**src/rtl/uart_word_tx.sv**
```systemverilog
// UART 8N1 transmitter for 1-4 byte response words, most-significant byte first.
// Back-to-back frames within a word have no idle gap; done pulses after the final stop bit.
module uart_word_tx #(
   parameter int unsigned CLK_FREQ = 50000000,
   parameter int unsigned BAUD     = 115200
) (
   input  logic        clk,
   input  logic        reset,
   input  logic        start,
   input  logic [31:0] data,
   input  logic [2:0]  nbytes,
   output logic        busy,
   output logic        done,
   output logic        stx
);

   localparam int unsigned BIT_CYCLES = CLK_FREQ / BAUD;
   localparam int unsigned CntW       = (BIT_CYCLES > 1) ? $clog2(BIT_CYCLES) : 1;
   localparam logic [CntW-1:0] CntMax = CntW'(BIT_CYCLES - 1);

   typedef enum logic [1:0] {StIdle, StStart, StData, StStop} state_e;

   state_e          state_q;
   logic [CntW-1:0] cnt_q;
   logic [2:0]      bit_idx_q;
   logic [2:0]      remain_q;
   logic [31:0]     shift_q;
   logic            busy_q;
   logic            done_q;
   logic            stx_q;

   logic [31:0]     word_aligned;
   logic [2:0]      n_eff;
   logic            bit_end;

   // Left-align the low N bytes so the first byte to send sits at [31:24]; 0 and 5-7 mean 4.
   always_comb begin
      word_aligned = data;
      n_eff        = 3'd4;
      case (nbytes)
         3'd1: begin
            word_aligned = {data[7:0], 24'h0};
            n_eff        = 3'd1;
         end
         3'd2: begin
            word_aligned = {data[15:0], 16'h0};
            n_eff        = 3'd2;
         end
         3'd3: begin
            word_aligned = {data[23:0], 8'h0};
            n_eff        = 3'd3;
         end
         default: ;
      endcase
   end

   assign bit_end = (cnt_q == CntMax);

   always_ff @(posedge clk or posedge reset) begin
      if (reset) begin
         state_q   <= StIdle;
         cnt_q     <= '0;
         bit_idx_q <= '0;
         remain_q  <= '0;
         shift_q   <= '0;
         busy_q    <= 1'b0;
         done_q    <= 1'b0;
         stx_q     <= 1'b1;
      end else begin
         done_q <= 1'b0;
         if (state_q != StIdle) begin
            cnt_q <= bit_end ? '0 : cnt_q + CntW'(1);
         end
         case (state_q)
            StIdle: begin
               if (start) begin
                  state_q  <= StStart;
                  shift_q  <= word_aligned;
                  remain_q <= n_eff;
                  cnt_q    <= '0;
                  busy_q   <= 1'b1;
                  stx_q    <= 1'b0;
               end
            end
            StStart: begin
               if (bit_end) begin
                  state_q   <= StData;
                  bit_idx_q <= '0;
                  stx_q     <= shift_q[24];
               end
            end
            StData: begin
               if (bit_end) begin
                  if (bit_idx_q == 3'd7) begin
                     state_q <= StStop;
                     stx_q   <= 1'b1;
                  end else begin
                     // Current byte shifts right so the next bit is always at [24].
                     bit_idx_q      <= bit_idx_q + 3'd1;
                     stx_q          <= shift_q[25];
                     shift_q[31:24] <= {1'b0, shift_q[31:25]};
                  end
               end
            end
            StStop: begin
               if (bit_end) begin
                  remain_q <= remain_q - 3'd1;
                  shift_q  <= shift_q << 8;
                  if (remain_q == 3'd1) begin
                     state_q <= StIdle;
                     busy_q  <= 1'b0;
                     done_q  <= 1'b1;
                     stx_q   <= 1'b1;
                  end else begin
                     state_q <= StStart;
                     stx_q   <= 1'b0;
                  end
               end
            end
            default: state_q <= StIdle;
         endcase
      end
   end

   assign busy = busy_q;
   assign done = done_q;
   assign stx  = stx_q;

endmodule
```
**config.mk**
```make
export PLATFORM = sky130hd
export DESIGN_NAME = uart_word_tx
export DESIGN_NICKNAME = d
export VERILOG_FILES = /design/src/rtl/uart_word_tx.sv
export SDC_FILE = /design/constraint.sdc
export NUM_CORES = 1
export LEC_CHECK = 0
export CAP_MARGIN = 25
export CORE_MARGIN = 4
export CORE_UTILIZATION = 47
export CTS_CLUSTER_SIZE = 14
export DETAILED_ROUTE_END_ITERATION = 16
export DONT_BUFFER_PORTS = 1
export GPL_TIMING_DRIVEN = 0
export SYNTH_ARGS = -nofsm -noshare
export SYNTH_HDL_FRONTEND = slang
export SYNTH_SLANG_ARGS = --single-unit
export TNS_END_PERCENT = 50
```
**constraint.sdc**
```tcl
create_clock -name clk -period 5.32 [get_ports clk]
set_input_delay 0.798 -clock clk [delete_from_list [all_inputs] [get_ports clk]]
set_output_delay 0.798 -clock clk [all_outputs]
set_load 0.01 [all_outputs]
```
==> run_results.csv <==
group,metric,value,unit
placed_design,post-place-ws,2.94,ns
routing,ant_nets,0,
setup_path,cp_cell_sequence,"ha_1, clkbuf_1, nor2_1, buf_2, nand2_1, o21ai_1",
synth,synthArstFlopShare,100,%
routing,routed_wl,8880,um
synth,synthDistinctLibCells,49,
power,seqPwrFrac,39.4,%
global_routing,grt_usage,22.3,%
setup_path,path_buf_inv,2,
final_layout,utilization,53.1,%
global_routing,grt_pass1_wl,14500,um
cts,cts_tree,"done",
cts,clk_path_buf_depth,2,
timing,rsz0062_at_grt,"false",
synth,ys_ff_latch,52,
final_layout,design_area,0.00345,sq mm
global_routing,gr-total-overflow,0,
final_layout,drive_above_1_share,14.2,%
global_routing,antenna_found_initial,0,
floorplan,num_rows,29,
final_layout,final_common_cell,"dfrtp_1",
final_layout,syn2layout_area_growth,6.74,%
power,ir_drop,0.220,mV
routing,avgRoutedWirePerCell,21.8,um
synth,yosysSeqAreaShare,40.3,%
final_layout,n_antenna_cell,0,
floorplan,chipWidth,90.9,um
placed_design,place_congestion,0.837,
global_routing,grt_pass1_vias,2712,
setup_path,critPathKind,"reg2reg",
power,clockPowerShare,13.9,%
routing,drt_iter0_drc,192,
power,share_comb_of_total_power,46.7,%
timing,fin_crit_sh,44.2,%
setup_path,path_delay_family,"simple AND/OR/NAND/NOR gates",
run_status,status,"complete, no violations",
hold_path,hp-class,"in2async",
cts,clk_pin_slew_worst_paths,0.09,ns
routing,drc_errors,0,
synth,syn_nets,370,
placed_design,place_area,0.00335,sq mm
cts,cts_resized,0,
final_layout,fillerInstances,595,
timing,worst_slew_pin_slew,0.850,ns
timing,hold_ws,0.341,ns
synth,synth_top_area_share,39.5,%
setup_path,cp-startpoint,"state_q[0]",
power,power_density,516,mW/mm^2
cts,clkSinkCount,52,
global_routing,grt_max_degree,38,
routing,vias_per_cell,6.40,
cts,clock_latency,0.31,ns
synth,yosys_warnings,0,
timing,hold_viol_final,0,
setup_path,reg2reg_from,"state_q[0]",
setup_path,arrival,2.59,ns
timing,relSlewSlack,43.1,%
cts,htree_levels,2,
timing,fmax,425,MHz
power,p_leak,1.49,nW
floorplan,die_h,90.9,um
floorplan,die-area,0.00826,sq mm
setup_path,path_max_fanout,10,
timing,fin_ws,2.97,ns
timing,setup_violations,0,
floorplan,initial_core_util,49.7,%
floorplan,core-area,0.00649,sq mm
synth,synth_top_cell_by_area,"dfrtp_1",
timing,skew,0.00595,ns
synth,synth_ff_type,"dfrtp_1",
synth,syn_avg_cell_area,10.1,sq um
setup_path,worstPathRequired,5.56,ns
power,p_sw,734,uW
final_layout,final_cell_mix,"dfrtp_1, nand2_1, mux2i_1, o21ai_0, mux2_2",
cts,cts_made_buffers,5,
cts,clock_tree.root_cell,"clkbuf_8",
timing,tns,0,ns
power,power.share.switching,41.2,%
placed_design,io_buffers,0,
run,maxCapViolations,0,
timing,period_needed,2.35,ns
routing,num_vias,2603,
placed_design,dp_hpwl,6390,um
routing,first_pass_iters,6,
setup_path,cp-end-kind,"register",
power,internal_power,1.05,mW
floorplan,io_pins,41,
setup_path,critPathSlowestCell,"nor2_1",
synth,synth_edf_count,0,
synth,synth.cell_area,0.00323,sq mm
synth,syn-instance-count,321,
final_layout,nets,379,
setup_path,cp-start-kind,"register",
cts,postCtsHoldBufs,0,
setup_path,critical-path-max-stage-delay,0.72,ns
synth,netlist_top_cells_area,"dfrtp_1, mux2i_1, mux2_2",
timing,drv_slew,0,
cts,cts_setup_buffers,0,
-- per-layer routing --
layer | vias to the layer above | wire length [um] | GRT usage (%)
li1 | 1236 | - | -
met1 | 1285 | 4010 | 29.6
met2 | 72 | 4060 | 35.8
met3 | 10 | 684 | 6.33
met4 | 0 | 121 | 6.28
met5 | - | 0 | 0
-- flip-flops by register name (all words and copies together), names as in the netlist --
register	count
bit_idx_q	3
busy	1
cnt_q	9
done	1
remain_q	3
shift_q	32
state_q	2
stx	1
-- final cells by class --
| type | count | area (sq um) | share of cell area, % |
|---|---|---|---|
| plain buffers | 18 | 90.1 | 2.61 |
| multi-input cells | 234 | 1770 | 51.5 |
| clock buffers | 7 | 96.3 | 2.79 |
| repair buffers | 2 | 25.0 | 0.726 |
| flip-flops and latches | 52 | 1300 | 37.8 |
| well taps | 77 | 96.3 | 2.79 |
| inverters | 17 | 63.8 | 1.85 |
-- power by group through the flow --
stage | combinational, mW | sequential, mW | clock, mW
2_1_floorplan | 0.653 | 0.664 | 0
3_3_place_gp | 0.810 | 0.702 | 0
3_5_place_dp | 0.832 | 0.706 | 0
4_1_cts | 0.835 | 0.698 | 0.255
5_1_grt | 0.930 | 0.724 | 0.270
6_report | 0.831 | 0.702 | 0.248
-- logic make-up (layout without fill, tap and decap cells) --
group,count (synthesis),count (layout),synth area share [%]
AO/OA/AOI/OAI,108,108,23.4
XOR/XNOR,1,1,0.271
adder cells (fa/ha/maj),11,11,4.26
buffers and inverters,35,44,4.76
flip-flops,52,52,40.3
multiplexers,45,45,14.8
AND/OR/NAND/NOR,69,69,12.2
-- cell usage after synthesis (3+ instances only) --
| library cell | n |
|---|---|
| a21oi_1 | 9 |
| dfrtp_1 | 51 |
| o21ai_0 | 24 |
| nand2_1 | 27 |
| a22o_1 | 4 |
| nand2b_1 | 4 |
| mux2i_1 | 26 |
| mux2_2 | 18 |
| buf_2 | 3 |
| nor4b_1 | 8 |
| inv_1 | 17 |
| a222oi_1 | 9 |
| nand3_1 | 5 |
| ha_1 | 11 |
| a41oi_1 | 4 |
| nor2_1 | 11 |
| a21o_1 | 10 |
| o22ai_1 | 9 |
| o21ai_1 | 8 |
| a31oi_1 | 5 |
| o2bb2ai_1 | 8 |
| a22oi_1 | 8 |
| clkbuf_1 | 12 |
-- worst reg2reg max path, cell delays in order (launching register included) --
cell	delay (ns)
dfrtp_1	0.47
ha_1	0.28
clkbuf_1	0.25
nor2_1	0.72
buf_2	0.35
nand2_1	0.12
o21ai_1	0.10
-- through the flow --
step	std cells	power (mW)
finish	407	1.78
global route	407	1.92
CTS	407	1.79
detailed placement	400	1.54
global placement	398	1.51
floorplan	321	1.32
-- worst paths after layout --
path                          endpoint  slack, ns  depth (start not counted)
max                        shift_q[17]       2.97                          6
min                         shift_q[7]       0.34                          1
max reg2reg                shift_q[17]       2.97                          6
min reg2reg                 shift_q[5]       0.49                          1
max in group asynchronous          stx       4.38                          2
min in group clk            shift_q[5]       0.49                          1
(Power assumes the default switching activity.)
